**src/rtl/inst_loader_if.sv**
```systemverilog
// rtl/inst_loader_if.sv - halfword stream and instruction memory write bus for inst_loader
interface inst_loader_if #(
    parameter int ADDR_W = 4
) ();
    logic              in_valid;
    logic [15:0]       in_data;
    logic              in_last;
    logic              in_ready;
    logic              mem_we;
    logic [ADDR_W-1:0] mem_addr;
    logic [31:0]       mem_wdata;

    // Host side: drives the stream, observes the memory write port.
    modport master (
        output in_valid, in_data, in_last,
        input  in_ready, mem_we, mem_addr, mem_wdata
    );

    // Loader side.
    modport slave (
        input  in_valid, in_data, in_last,
        output in_ready, mem_we, mem_addr, mem_wdata
    );
endinterface

```
**src/rtl/inst_loader.sv**
```systemverilog
// rtl/inst_loader.sv - assembles 16-bit halfwords into 32-bit instructions, writes program memory, gates cpu reset
module inst_loader #(
    parameter int ADDR_W = 4,
    parameter int DEPTH  = 16
) (
    input  logic              clk,
    input  logic              sys_rst,
    input  logic              start,
    inst_loader_if.slave      bus,
    output logic              cpu_rst,
    output logic              done,
    output logic              err,
    output logic [ADDR_W:0]   words_loaded
);

    typedef enum logic [2:0] {
        IDLE  = 3'd0,
        RX_HI = 3'd1,
        RX_LO = 3'd2,
        WRITE = 3'd3,
        DONE  = 3'd4
    } state_t;

    state_t            state_q;
    state_t            state_d;
    logic [ADDR_W-1:0] ptr_q;
    logic [15:0]       hi_q;
    logic              last_q;
    logic              in_ready_q;
    logic              mem_we_q;
    logic [ADDR_W-1:0] mem_addr_q;
    logic [31:0]       mem_wdata_q;
    logic              cpu_rst_q;
    logic              done_q;
    logic              err_q;
    logic [ADDR_W:0]   words_q;
    logic              beat;
    logic              restart;
    logic              at_top;

    assign bus.in_ready  = in_ready_q;
    assign bus.mem_we    = mem_we_q;
    assign bus.mem_addr  = mem_addr_q;
    assign bus.mem_wdata = mem_wdata_q;
    assign cpu_rst       = cpu_rst_q;
    assign done          = done_q;
    assign err           = err_q;
    assign words_loaded  = words_q;

    always_comb begin
        state_d = state_q;
        beat    = bus.in_valid && in_ready_q;
        restart = 1'b0;
        at_top  = (ptr_q == ADDR_W'(DEPTH - 1));
        case (state_q)
            IDLE: begin
                if (start) begin
                    restart = 1'b1;
                    state_d = RX_HI;
                end
            end
            RX_HI: begin
                if (beat) begin
                    state_d = bus.in_last ? DONE : RX_LO;
                end
            end
            RX_LO: begin
                if (beat) begin
                    state_d = WRITE;
                end
            end
            WRITE: begin
                if (last_q || at_top) begin
                    state_d = DONE;
                end else begin
                    state_d = RX_HI;
                end
            end
            DONE: begin
                if (start) begin
                    restart = 1'b1;
                    state_d = RX_HI;
                end
            end
            default: state_d = IDLE;
        endcase
    end

    // Handshake and status outputs are registered from the next state so they
    // line up with the cycle the FSM actually occupies.
    always_ff @(posedge clk) begin
        if (sys_rst) begin
            state_q     <= IDLE;
            ptr_q       <= '0;
            hi_q        <= '0;
            last_q      <= 1'b0;
            in_ready_q  <= 1'b0;
            mem_we_q    <= 1'b0;
            mem_addr_q  <= '0;
            mem_wdata_q <= '0;
            cpu_rst_q   <= 1'b1;
            done_q      <= 1'b0;
            err_q       <= 1'b0;
            words_q     <= '0;
        end else begin
            state_q    <= state_d;
            in_ready_q <= (state_d == RX_HI) || (state_d == RX_LO);
            mem_we_q   <= (state_d == WRITE);
            cpu_rst_q  <= (state_d != DONE);
            done_q     <= (state_d == DONE);

            if (restart) begin
                ptr_q   <= '0;
                words_q <= '0;
                err_q   <= 1'b0;
            end

            if (state_q == RX_HI && beat) begin
                hi_q <= bus.in_data;
                if (bus.in_last) begin
                    err_q <= 1'b1;
                end
            end

            // Address and data are captured on the low beat and then held
            // untouched until the next instruction arrives.
            if (state_q == RX_LO && beat) begin
                last_q      <= bus.in_last;
                mem_addr_q  <= ptr_q;
                mem_wdata_q <= {hi_q, bus.in_data};
            end

            if (state_q == WRITE) begin
                ptr_q   <= ptr_q + ADDR_W'(1);
                words_q <= words_q + (ADDR_W + 1)'(1);
                if (!last_q && at_top) begin
                    err_q <= 1'b1;
                end
            end
        end
    end

endmodule

```
**src/flat_wrapper.sv**
```systemverilog
// flat-port wrapper written by rule: the top's interface ports become plain ports
module inst_loader_flat 
#(
    parameter int ADDR_W = 4,
    parameter int DEPTH  = 16
)
  (clk, sys_rst, start, cpu_rst, done, err, words_loaded, bus_in_valid, bus_in_data, bus_in_last, bus_in_ready, bus_mem_we, bus_mem_addr, bus_mem_wdata);
  inst_loader_if #(.ADDR_W(ADDR_W)) bus_i ();
  input  logic clk;
  input  logic sys_rst;
  input  logic start;
  output logic cpu_rst;
  output logic done;
  output logic err;
  output logic [ADDR_W:0] words_loaded;
  input wire logic [$bits(bus_i.in_valid)-1:0] bus_in_valid;
  input wire logic [$bits(bus_i.in_data)-1:0] bus_in_data;
  input wire logic [$bits(bus_i.in_last)-1:0] bus_in_last;
  output wire logic [$bits(bus_i.in_ready)-1:0] bus_in_ready;
  output wire logic [$bits(bus_i.mem_we)-1:0] bus_mem_we;
  output wire logic [$bits(bus_i.mem_addr)-1:0] bus_mem_addr;
  output wire logic [$bits(bus_i.mem_wdata)-1:0] bus_mem_wdata;
  assign bus_i.in_valid = bus_in_valid;
  assign bus_i.in_data = bus_in_data;
  assign bus_i.in_last = bus_in_last;
  assign bus_in_ready = bus_i.in_ready;
  assign bus_mem_we = bus_i.mem_we;
  assign bus_mem_addr = bus_i.mem_addr;
  assign bus_mem_wdata = bus_i.mem_wdata;
  inst_loader #(.ADDR_W(ADDR_W), .DEPTH(DEPTH)) u_core (.clk(clk), .sys_rst(sys_rst), .start(start), .bus(bus_i), .cpu_rst(cpu_rst), .done(done), .err(err), .words_loaded(words_loaded));
endmodule
```
**config.mk**
```make
export PLATFORM = sky130hd
export DESIGN_NAME = inst_loader_flat
export DESIGN_NICKNAME = d
export VERILOG_FILES = /design/src/rtl/inst_loader_if.sv /design/src/rtl/inst_loader.sv /design/src/flat_wrapper.sv
export SDC_FILE = /design/constraint.sdc
export NUM_CORES = 1
export LEC_CHECK = 0
export CAP_MARGIN = 20
export CORE_MARGIN = 8
export CORE_UTILIZATION = 40
export DETAILED_ROUTE_END_ITERATION = 16
export PLACE_DENSITY = 0.68
export SLEW_MARGIN = 20
export SYNTH_ARGS = -nofsm -noshare
export SYNTH_HDL_FRONTEND = slang
export SYNTH_SLANG_ARGS = --single-unit
export TNS_END_PERCENT = 30
```
**constraint.sdc**
```tcl
create_clock -name clk -period 2.25 [get_ports clk]
set_input_delay 0.5625 -clock clk [delete_from_list [all_inputs] [get_ports clk]]
set_output_delay 0.5625 -clock clk [all_outputs]
set_load 0.1 [all_outputs]
```
# == After elaboration in Yosys (flattened, before gate mapping) ==
# Index checks and enable logic that the tools add are counted.
# totals
regBits,70
out_inout_bits,46
word_cells,51
in_bits,21
# classes
mux,17
n_reduce_logical,10
n_eq_ne,10
add_sub_neg,2
# ops
operator,n
$mux W3,5
$eq A3 B2 Y1 const B,4
$pmux W3 S4,1
$mux W5,2
$mux W4,2
$mux W1,7
$eq A3 B1 Y1 const B,2
$eq A3 B3 Y1 const B,2
$add A5 B1 Y5 const B,1
$add A4 B1 Y4 const B,1
$eq A4 B4 Y1 const B,1
$logic_and A1 B1 Y1,4
$logic_not A3 Y1,1
$ne A3 B3 Y1 const B,1
$logic_or A1 B1 Y1,2
$reduce_bool A2 Y1,1
$reduce_or A2 Y1,1
$logic_not A1 Y1,1

# == Longest topological paths before layout ==
# Gate-level depths: netlist of run 1.
# depth
word_depth,8
depth_mapped,7
mapped_depth_nobuf,5

# == Least setup slack after synthesis of run 1 ==
# No wires, ideal clock.
# synth_timing
kind,register to register
start,"register u_core.in_ready_q, in the netlist u_core.bus.in_ready"
end,"register u_core.in_ready_q, in the netlist u_core.bus.in_ready"
t_arrival_ps,2135
required_ps,2147
path_slack_ps,12
period_less_slack_ps,2238
setup_time_ps,103
stages_incl_launch_ff,5
path_buffers,0
cell_sequence,dfxtp_1 > nand2_1 > o221a_2 > o31a_1 > a2111oi_2
# synth_via
elab_chain_cells,5
elab_cells_between_ends,7
classes_between,eq/ne (2); mux (3); reduce/logical (2)
# synth_rtl
item,line,rtl
"start, declared",inst_loader.sv:29,logic in_ready_q;
"start signal, assigned",inst_loader.sv:107,in_ready_q <= (state_d == RX_HI) || (state_d == RX_LO);
$logic_and A1 B1 Y1 *,inst_loader.sv:52,beat = bus.in_valid && in_ready_q;
$mux W3 (on tied branches),"inst_loader.sv:68, inst_loader.sv:63",
$pmux W3 S4 *,inst_loader.sv:55,case (state_q)
$eq A3 B1 Y1 or $eq A3 B2 Y1 (tied branches),inst_loader.sv:107,
$logic_or A1 B1 Y1 *,inst_loader.sv:107,
# Every way passes the cells marked *; elsewhere a longest branch is shown, timed or not.
# A chain may end at the register's enable or synchronous reset.

# == Final worst setup path of run 1 ==
# layout_timing
start,input bus_in_valid
end,"register u_core.in_ready_q, in the netlist u_core.bus.in_ready"
# layout_via
elab_chain_cells,5
elab_cells_between_ends,7
classes_between,eq/ne (2); mux (3); reduce/logical (2)
# layout_rtl
item,line,rtl
"start, declared",flat_wrapper.sv:16,input wire logic [$bits(bus_i.in_valid)-1:0] bus_in_valid;
$logic_and A1 B1 Y1 *,inst_loader.sv:52,
$mux W3 (on tied branches),"inst_loader.sv:68, inst_loader.sv:63",
$pmux W3 S4 *,inst_loader.sv:55,
$eq A3 B1 Y1 or $eq A3 B2 Y1 (tied branches),inst_loader.sv:107,
$logic_or A1 B1 Y1 *,inst_loader.sv:107,
# Marks and branches as above.

==> results of run 1 <==
## per-stage QoR
stage	hold WS (ps)	worst slack [ps]	utilization, %	std cells	area (um2)
floorplan	431	12.0	-	303	2580
global placement	437	129	50.9	431	3210
detailed placement	446	99.3	50.9	431	3210
CTS	456	455	53.8	447	3400
global route	471	367	53.8	447	3400
finish	453	449	53.8	447	3400
## registers in the layout (all words and copies together), names as in the netlist
signal                cells
u_core.hi_q              16
u_core.done               1
u_core.cpu_rst            1
u_core.last_q             1
u_core.bus.mem_addr       4
u_core.bus.in_ready       1
u_core.ptr_q              4
u_core.err                1
u_core.bus.mem_wdata     32
u_core.state_q            3
u_core.bus.mem_we         1
u_core.words_loaded       5
## worst reg2reg max path, cell delays in order, from the launching register on
cell and delay (ps):
dfxtp_1 360, ha_1 250, and3_1 210, o221a_2 240, o31a_1 300, a2111oi_2 340
## cells in the mapped netlist (2+ instances only)
cell type | instances | area share [%]
nand3_1 | 4 | 0.77
buf_2 | 8 | 1.5
buf_4 | 3 | 0.87
mux2i_1 | 16 | 6.2
nand2_1 | 77 | 11
dfxtp_1 | 70 | 54
a211oi_1 | 4 | 1.2
nand2b_1 | 4 | 0.97
a21oi_1 | 46 | 8.9
ha_1 | 2 | 0.97
nor2_1 | 38 | 5.5
nor3_1 | 2 | 0.39
nor2b_1 | 2 | 0.48
nand3b_1 | 2 | 0.58
a22oi_1 | 3 | 0.87
clkbuf_1 | 10 | 1.5
## how the worst max path moves through the flow
| stage | from | endpoint | slack (ps) | depth (start not counted) |
|---|---|---|---|---|
| 2_1_floorplan | u_core.bus.in_ready | u_core.bus.in_ready | 10 | 4 |
| 3_3_place_gp | bus_in_valid | u_core.bus.in_ready | 130 | 5 |
| 3_5_place_dp | bus_in_valid | u_core.bus.in_ready | 100 | 5 |
| 4_1_cts | u_core.ptr_q[0] | u_core.bus.in_ready | 460 | 5 |
| 5_1_grt | u_core.ptr_q[0] | u_core.bus.in_ready | 370 | 5 |
| 6_report | bus_in_valid | u_core.bus.in_ready | 450 | 5 |
## layer usage
layer / up-vias / share of wire [%] / routed length [um] / global-route usage [%]
li1: 1129 / - / - / -
met1: 1008 / 45 / 2770 / 16.5
met2: 61 / 44 / 2700 / 20.4
met3: 8 / 11 / 653 / 7.73
met4: 0 / 1.2 / 75 / 5.30
met5: - / 0 / 0 / 0
## power by group through the flow
| stage | combinational, mW | clock (mW) | sequential [mW] |
|---|---|---|---|
| 2_1_floorplan | 0.0635 | 0 | 1.31 |
| 3_3_place_gp | 0.145 | 0 | 1.29 |
| 3_5_place_dp | 0.145 | 0 | 1.29 |
| 4_1_cts | 0.146 | 0.957 | 1.26 |
| 5_1_grt | 0.156 | 1.01 | 1.26 |
| 6_report | 0.145 | 0.914 | 1.26 |
## layout make-up
class	instances	area share, %
Sequential cell	70	41.2
Multi-Input combinational cell	212	32.2
Timing Repair Buffer	72	18.3
Clock buffer	10	4.05
Tap cell	77	2.84
Clock inverter	6	1.36
## cells by family (layout without fill, tap and decap cells)
group	after synthesis	after routing	share of synthesized area [%]
simple gates	134	134	21.3
flops	70	70	54.2
compound gates	60	60	13.5
buf+inv	21	88	3.87
mux	16	16	6.20
fa+ha+maj	2	2	0.968
==> results.yml, run 1 <==
run_status:
  status: "finished clean"
synthesis:
  synth_edf_count: 0
  syn_area_um2: 2580
  synth_seq_cells: 70
  synth_flop_cell: "dfxtp_1"
  yosysUniqueCellTypes: 28
  yosys_warnings: 0
  syn_area_per_cell_um2: 8.53
  syn_nets: 326
  seq_area_frac_synth_pct: 54.2
  async_reset_ff_share_pct: 0
  synthCells: 303
worst_setup_path:
  arrival_ps: 2050
  cp_slowest_stage_delay_ps: 450
  cp.buffers_inverters: 1
  crit_path_top_delay_cell: "clkdlybuf4s50_1"
  reg2reg_to: "u_core.bus.in_ready"
  reg2reg_slack_ps: 450
  cp-end-kind: "flop"
  cp_data_required_time_ps: 2490
  reg2reg_depth: 5
  crit_family: "compound AO/OA/AOI/OAI gates"
  setup.worst_path.class: "in -> reg"
  worstSetupStartpointType: "input port"
  worstPathMaxFanout: 4
  crit_chain: "clkdlybuf4s50_1, nand2_1, o221a_2, o31a_1, a2111oi_2"
  r2r-start: "u_core.ptr_q[0]"
run:
  max_cap_violations: 0
sta:
  fin_setup_tns_ps: 0
  finalClockSkew_ps: 5.87
  finalHoldViolations: 0
  slew_headroom_pct: 71.9
  slew_viol_final: 0
  setup_violations: 0
  period_needed_ps: 1800
  rsz0062_at_grt: "false"
  tightest_slew_ps: 421
  finalCritPeriodShare_pct: 80.1
  timing.fmax_ghz: 0.555
finish:
  drive_above_1_share_pct: 20.0
  fillers: 624
  diodes: 0
  final_cell_mix: "nand2_1 (77), dfxtp_1 (70), buf_4 (49)"
  area_growth_pct: 31.5
  multi_input_area_um2: 1090
  layout_commonest_cell: "nand2_1"
  fin_nets: 388
  seq_area_um2: 1400
floorplan:
  fp-row-count: 29
  fp.dieW_um: 96.4
  die_height_um: 96.4
  io_pins: 67
  core-area_um2: 6310
  die-area_um2: 9290
  initial_utilization_pct: 40.9
routing:
  wire_per_inst_um: 13.9
  avgViaCountPerCell: 4.94
  drtAntennaViolNets: 0
  drt_iter0_drc: 115
  route.vias.total: 2206
  routed_wl_mm: 6.19
  dr.pass1.iters: 4
  drc: 0
placed_design:
  io_buffers: 66
  hpwl_mm: 4.16
  place_congestion: 0.748
clock_tree:
  clockRootBuffer: "clkbuf_8"
  postCtsSetupBuffers: 0
  htree_levels: 3
  cts_buffers: 9
  cts_buffer_depth: 2
  cts.repair.resized: 0
  cts_hold_buf: 0
  cts_tree: "yes"
  path_clk_slew_ps: 70
  cts.sinks: 70
  clock_latency_ps: 340
min_path:
  hp-class: "reg -> reg"
  hold-path-cell-count: 2
  hp-start: "u_core.hi_q[2]"
  whs_endpoint: "u_core.bus.mem_wdata[18]"
global_routing:
  grt_usage_pct: 13.8
  grt_pass1_wl_mm: 9.90
  grt_max_degree: 71
  grt_pass1_vias: 2076
  antenna_found_initial: 0
  grt-ovfl-total: 0
power:
  p_leak_nw: 1.29
  p_per_area_nw_per_um2: 682
  power_mw: 2.32
  combinationalPowerShare_pct: 6.3
  intPower_mw: 1.75
  p_clk_share_pct: 39.4
  p_seq_share_pct: 54.3
  vdd_drop_max_mv: 0.391
  p_switching_mw: 0.572
  p_sw_share_pct: 24.7
No activity file was read; power rests on OpenSTA's default activity.
==> run 2, diff against run 1 <==
==> constraint.sdc (replaced) <==
create_clock -name clk -period 1.8 [get_ports clk]
set_input_delay 0.45 -clock clk [delete_from_list [all_inputs] [get_ports clk]]
set_output_delay 0.45 -clock clk [all_outputs]
set_load 0.1 [all_outputs]
==> run 2 against run 1 <==
Net effect: combinational power grew 46%; hold slack about the same; die area unchanged; sequential power increased by 25%; power rose by 27%; count of clock-buffer cells in the layout unchanged; final area up 19%; via count increased by 3.9%; wire length grew 7.7%; critical path type is now reg -> reg; largest power group unchanged.
==> results.yml, run 2 (same netlist as run 1, synthesis figures left out) <==
placed_design:
  place_ws_ps: -249
  place_congestion: 0.758
  hpwl_mm: 4.74
  dpl.cell_count: 437
  io_buffers: 66
  post_dp_cell_area_um2: 3850
power:
  combinationalPowerShare_pct: 7.2
  p_clk_share_pct: 39.3
  p_leak_nw: 1.45
  vdd_drop_max_mv: 0.587
  p_switching_mw: 0.712
  intPower_mw: 2.23
  power_mw: 2.95
  p_seq_share_pct: 53.5
  p_per_area_nw_per_um2: 728
  p_sw_share_pct: 24.2
clock_tree:
  clockRootBuffer: "clkbuf_8"
  cts_tree: "yes"
  path_clk_slew_ps: 70
  clock_latency_ps: 340
  cts.repair.resized: 0
  cts.sinks: 70
  cts_buffer_depth: 2
  postCtsSetupBuffers: 0
  cts_buffers: 9
  cts_hold_buf: 0
  htree_levels: 3
sta:
  setup_violations: 0
  rsz0062_at_grt: "false"
  period_needed_ps: 1710
  finalCritPeriodShare_pct: 94.8
  tightest_slew_ps: 473
  slew_viol_final: 0
  finalHoldViolations: 0
  slew_headroom_pct: 68.5
  finalClockSkew_ps: 6.33
  layout_setup_ws_ps: 93.8
  timing.fmax_ghz: 0.586
  whs_ps: 453
finish:
  diodes: 0
  largest_register_ffs: 32
  final_cell_mix: "nand2_1 (77), dfxtp_1 (69), buf_12 (50)"
  layout_commonest_cell: "nand2_1"
  seq_area_um2: 1410
  final_area_um2: 4050
  multi_input_area_um2: 1110
  fin_nets: 394
  final_cells: 452
  drive_above_1_share_pct: 21.3
  fillers: 503
  area_growth_pct: 56.5
routing:
  drtAntennaViolNets: 0
  avgViaCountPerCell: 5.07
  routed_wl_mm: 6.67
  drt_iter0_drc: 100
  dr.pass1.iters: 4
  route.vias.total: 2291
  drc: 0
  wire_per_inst_um: 14.8
worst_setup_path:
  cp_data_required_time_ps: 2040
  reg2reg_slack_ps: 90
  cp_slowest_stage_delay_ps: 340
  arrival_ps: 1950
  setup.worst_path.class: "reg -> reg"
  crit_family: "compound AO/OA/AOI/OAI gates"
  crit_path_top_delay_cell: "dfxtp_1"
  crit_chain: "ha_1, and3_1, o221a_2, o31a_1, a2111oi_4"
  cp-end-kind: "flop"
  worstSetupStartpointType: "flop"
  cp.buffers_inverters: 0
  worstPathMaxFanout: 4
global_routing:
  grt_max_degree: 39
  grt_pass1_wl_mm: 10.6
  grt_usage_pct: 15.1
  grt-ovfl-total: 0
  antenna_found_initial: 0
  grt_pass1_vias: 2284
floorplan:
  fp.dieW_um: 96.4
  die-area_um2: 9290
  die_height_um: 96.4
  core-area_um2: 6310
  io_pins: 67
  fp-row-count: 29
  initial_utilization_pct: 40.9
run:
  max_cap_violations: 0
min_path:
  hp-class: "reg -> reg"
run_status:
  status: "finished clean"
==> run 2: cell types whose count changed in the layout (fill, tap and decap cells not counted) <==
cell,before,now
buf_12,3,50
buf_4,49,8
a2111oi_2,1,0
a2111oi_4,0,1
clkbuf_16,0,1
clkbuf_8,10,9
clkinv_2,1,2
clkinv_4,2,1
dfxtp_1,70,69
dfxtp_4,0,1
inv_6,1,0
==> run 2: metal layers <==
metal | global-route usage [%] | share of wire (%) | up-vias
li1 | - | - | 1144
met1 | 16.2 | 40 | 1070
met2 | 24.6 | 48 | 68
met3 | 7.50 | 11 | 9
met4 | 6.43 | 1.6 | 0
met5 | 0 | 0 | -
==> run 2: cell type report <==
type,instances,share of cell area [%]
flip-flops and latches,70,34.7
multi-input cells,212,27.3
clock inverters,5,0.835
well taps,77,2.38
clock buffers,10,3.68
repair buffers,78,31.0
==> run 2: tightest hold or removal path, stage by stage, from the launching register on <==
cell,delay (ps)
dfxtp_1,310
nand2_1,50
a21oi_1,50
==> run 2: worst paths after layout <==
check,startpoint,cells after the start,endpoint
setup / recovery,u_core.ptr_q[1],5,u_core.bus.in_ready
hold / removal,u_core.hi_q[4],2,u_core.bus.mem_wdata[20]
setup reg to reg,u_core.ptr_q[1],5,u_core.bus.in_ready
hold reg to reg,u_core.hi_q[4],2,u_core.bus.mem_wdata[20]
==> run 2: metrics by stage <==
stage                     util [%]  setup TNS (ps)
after global routing          64.1               0
after CTS                     63.9               0
final                         64.1               0
after floorplan                  -           -63.4
after detailed placement      61.0           -8430
after global placement        61.0           -5960
==> run 2: power by group through the flow <==
stage / Sequential (mW) / Combinational [mW] / Clock [mW]
2_1_floorplan: 1.63 / 0.0794 / 0
3_3_place_gp: 1.61 / 0.201 / 0
3_5_place_dp: 1.61 / 0.206 / 0
4_1_cts: 1.58 / 0.207 / 1.19
5_1_grt: 1.58 / 0.224 / 1.27
6_report: 1.58 / 0.211 / 1.16
==> run 3, diff against run 2 <==
--- a/config.mk
+++ b/config.mk
@@ -5,11 +5,11 @@
 export SDC_FILE = /design/constraint.sdc
 export NUM_CORES = 1
 export LEC_CHECK = 0
-export CAP_MARGIN = 20
+export ABC_AREA = 1
 export CORE_MARGIN = 8
 export CORE_UTILIZATION = 40
 export DETAILED_ROUTE_END_ITERATION = 16
-export PLACE_DENSITY = 0.68
+export PLACE_DENSITY = 0.67
 export SLEW_MARGIN = 20
 export SYNTH_ARGS = -nofsm -noshare
 export SYNTH_HDL_FRONTEND = slang
==> run 3 against run 2 <==
Net effect: first-iteration DRC count is 13% higher; clock power is 21% higher; synthesized cell count is 9.9% higher; worst setup slack better by 190 ps; utilization hardly changed; wire length is 3.4% lower; largest cell class unchanged; register-to-register slack better by 370 ps.
==> results.yml, run 3 <==
finish:
  drive_above_1_share_pct: 21.4
  multi_input_area_um2: 1070
  final_area_um2: 4070
  area_growth_pct: 55.3
  largest_register_ffs: 32
  final_cell_mix: "nor2_1 (109), dfxtp_1 (69), o21ai_0 (55)"
  layout_commonest_cell: "nor2_1"
  seq_area_um2: 1400
  fillers: 533
  diodes: 0
  fin_nets: 425
sta:
  period_needed_ps: 1520
  rsz0062_at_grt: "false"
  tightest_slew_ps: 324
  setup_violations: 0
  fin_setup_tns_ps: 0
  finalHoldViolations: 0
  slew_headroom_pct: 78.4
  slew_viol_final: 0
  timing.fmax_ghz: 0.660
  finalCritPeriodShare_pct: 84.2
  finalClockSkew_ps: 7.87
  whs_ps: 479
  layout_setup_ws_ps: 284
floorplan:
  die_height_um: 97.0
  initial_utilization_pct: 41.3
  die-area_um2: 9400
  fp.dieW_um: 97.0
  core-area_um2: 6350
  io_pins: 67
  fp-row-count: 29
routing:
  route.vias.total: 2372
  wire_per_inst_um: 13.3
  drc: 0
  avgViaCountPerCell: 4.91
  drt_iter0_drc: 113
  drtAntennaViolNets: 0
  dr.pass1.iters: 4
  routed_wl_mm: 6.45
clock_tree:
  clockRootBuffer: "clkbuf_8"
  path_clk_slew_ps: 70
  cts_tree: "yes"
  cts.repair.resized: 0
  postCtsSetupBuffers: 0
  cts_hold_buf: 0
  cts.sinks: 70
  htree_levels: 3
  cts_buffer_depth: 2
  clock_latency_ps: 340
  cts_buffers: 9
global_routing:
  antenna_found_initial: 0
  grt-ovfl-total: 0
  grt_max_degree: 60
  grt_usage_pct: 13.6
  grt_pass1_wl_mm: 10.9
  grt_pass1_vias: 2379
synthesis:
  ys_top_cells_by_count: "nor2_1 (109), dfxtp_1 (70), o21ai_0 (55)"
  syn_nets: 356
  synth_edf_count: 0
  muxShareOfSynthArea_pct: 0
  syn_area_um2: 2620
  synth_seq_cells: 70
  seq_area_frac_synth_pct: 53.5
  yosysUniqueCellTypes: 27
  yosys_warnings: 0
  synth-compound-area-share_pct: 15.6
  synth.largest_area_cell: "dfxtp_1"
  synth_top_family_by_area: "simple AND/OR/NAND/NOR gates"
  synthCells: 333
  syn_area_per_cell_um2: 7.87
  async_reset_ff_share_pct: 0
  synth_flop_cell: "dfxtp_1"
  synth_xor_area_share_pct: 0
  yosysMostFrequentCell: "nor2_1"
  netlist_top_cells_area: "dfxtp_1 (53%), nor2_1 (16%), o21ai_0 (11%)"
  synth_simple_gate_area_share_pct: 24.2
  netlist.area_leader.share_pct: 53.5
  synth_fa_ha_area_share_pct: 0.955
worst_setup_path:
  crit_chain: "buf_12"
  cp_data_required_time_ps: 1350
  cp_slowest_stage_delay_ps: 510
  arrival_ps: 1070
  cp-end-kind: "output pin"
  crit_path_top_delay_cell: "dfxtp_1"
  crit_family: "flip-flops"
  worstPathMaxFanout: 8
  setup.worst_path.class: "reg -> out"
  worstSetupStartpointType: "flop"
  cp.buffers_inverters: 1
placed_design:
  place_ws_ps: 8.64
  post_dp_cell_area_um2: 3850
  io_buffers: 66
  hpwl_mm: 4.72
  place_congestion: 0.839
power:
  p_sw_share_pct: 22.0
  p_switching_mw: 0.711
  combinationalPowerShare_pct: 7.6
  vdd_drop_max_mv: 0.481
  p_per_area_nw_per_um2: 794
  p_leak_nw: 1.61
  intPower_mw: 2.52
  p_seq_share_pct: 49.2
  p_clk_share_pct: 43.3
run_status:
  status: "finished clean"
min_path:
  hp-class: "reg -> reg"
run:
  max_cap_violations: 0
-- run 3: worst reg2reg max path: stages, from the launching register on --
cell and delay, ps:
dfxtp_1 420, inv_2 90, nor2_4 130, nand3_4 130
buf_12 200, o21ai_0 200, nor2_1 60
-- run 3: layout make-up --
class | count | area share (%)
Clock buffer | 12 | 3.81
Inverter | 14 | 1.35
Multi-Input combinational cell | 232 | 26.2
Sequential cell | 70 | 34.5
Timing Repair Buffer | 75 | 30.1
Tap cell | 77 | 2.37
Clock inverter | 3 | 1.66
-- run 3: power groups by stage --
stage          registers [mW]  clock network [mW]  logic [mW]
6_report                 1.59                1.40       0.245
5_1_grt                  1.59                1.50       0.267
4_1_cts                  1.59                1.43       0.247
3_5_place_dp             1.62                   0       0.246
3_3_place_gp             1.62                   0       0.243
2_1_floorplan            1.66                   0      0.0930
-- run 3: final timing paths --
check                                   to  cells after the start                    from  slack, ps
setup reg to reg  u_core.bus.mem_wdata[27]                      6       u_core.state_q[1]        460
hold / removal             u_core.ptr_q[3]                      2         u_core.ptr_q[3]        480
hold reg to reg            u_core.ptr_q[3]                      2         u_core.ptr_q[3]        480
setup / recovery           words_loaded[2]                      1  u_core.words_loaded[2]        280
-- run 3: per-layer routing --
| metal | wire [um] | part of all wire [%] | up-vias | track usage [%] |
|---|---|---|---|---|
| li1 | - | - | 1212 | - |
| met4 | 106 | 1.6 | 0 | 6.15 |
| met5 | 0 | 0 | - | 0 |
| met1 | 2960 | 46 | 1089 | 15.6 |
| met3 | 392 | 6.1 | 10 | 4.84 |
| met2 | 2980 | 46 | 61 | 22.1 |
-- run 3: through the flow --
stage	power [mW]	std cells	util (%)
2_1_floorplan	1.76	333	-
3_3_place_gp	1.87	468	60.6
3_5_place_dp	1.87	468	60.6
4_1_cts	3.27	483	64.1
5_1_grt	3.36	483	64.1
6_report	3.23	483	64.1
-- run 3: cells by family (layout without fill, tap and decap cells) --
family / after synthesis / in the layout
buf+inv: 31 / 104
flops: 70 / 70
compound gates: 76 / 76
simple gates: 154 / 154
fa+ha+maj: 2 / 2
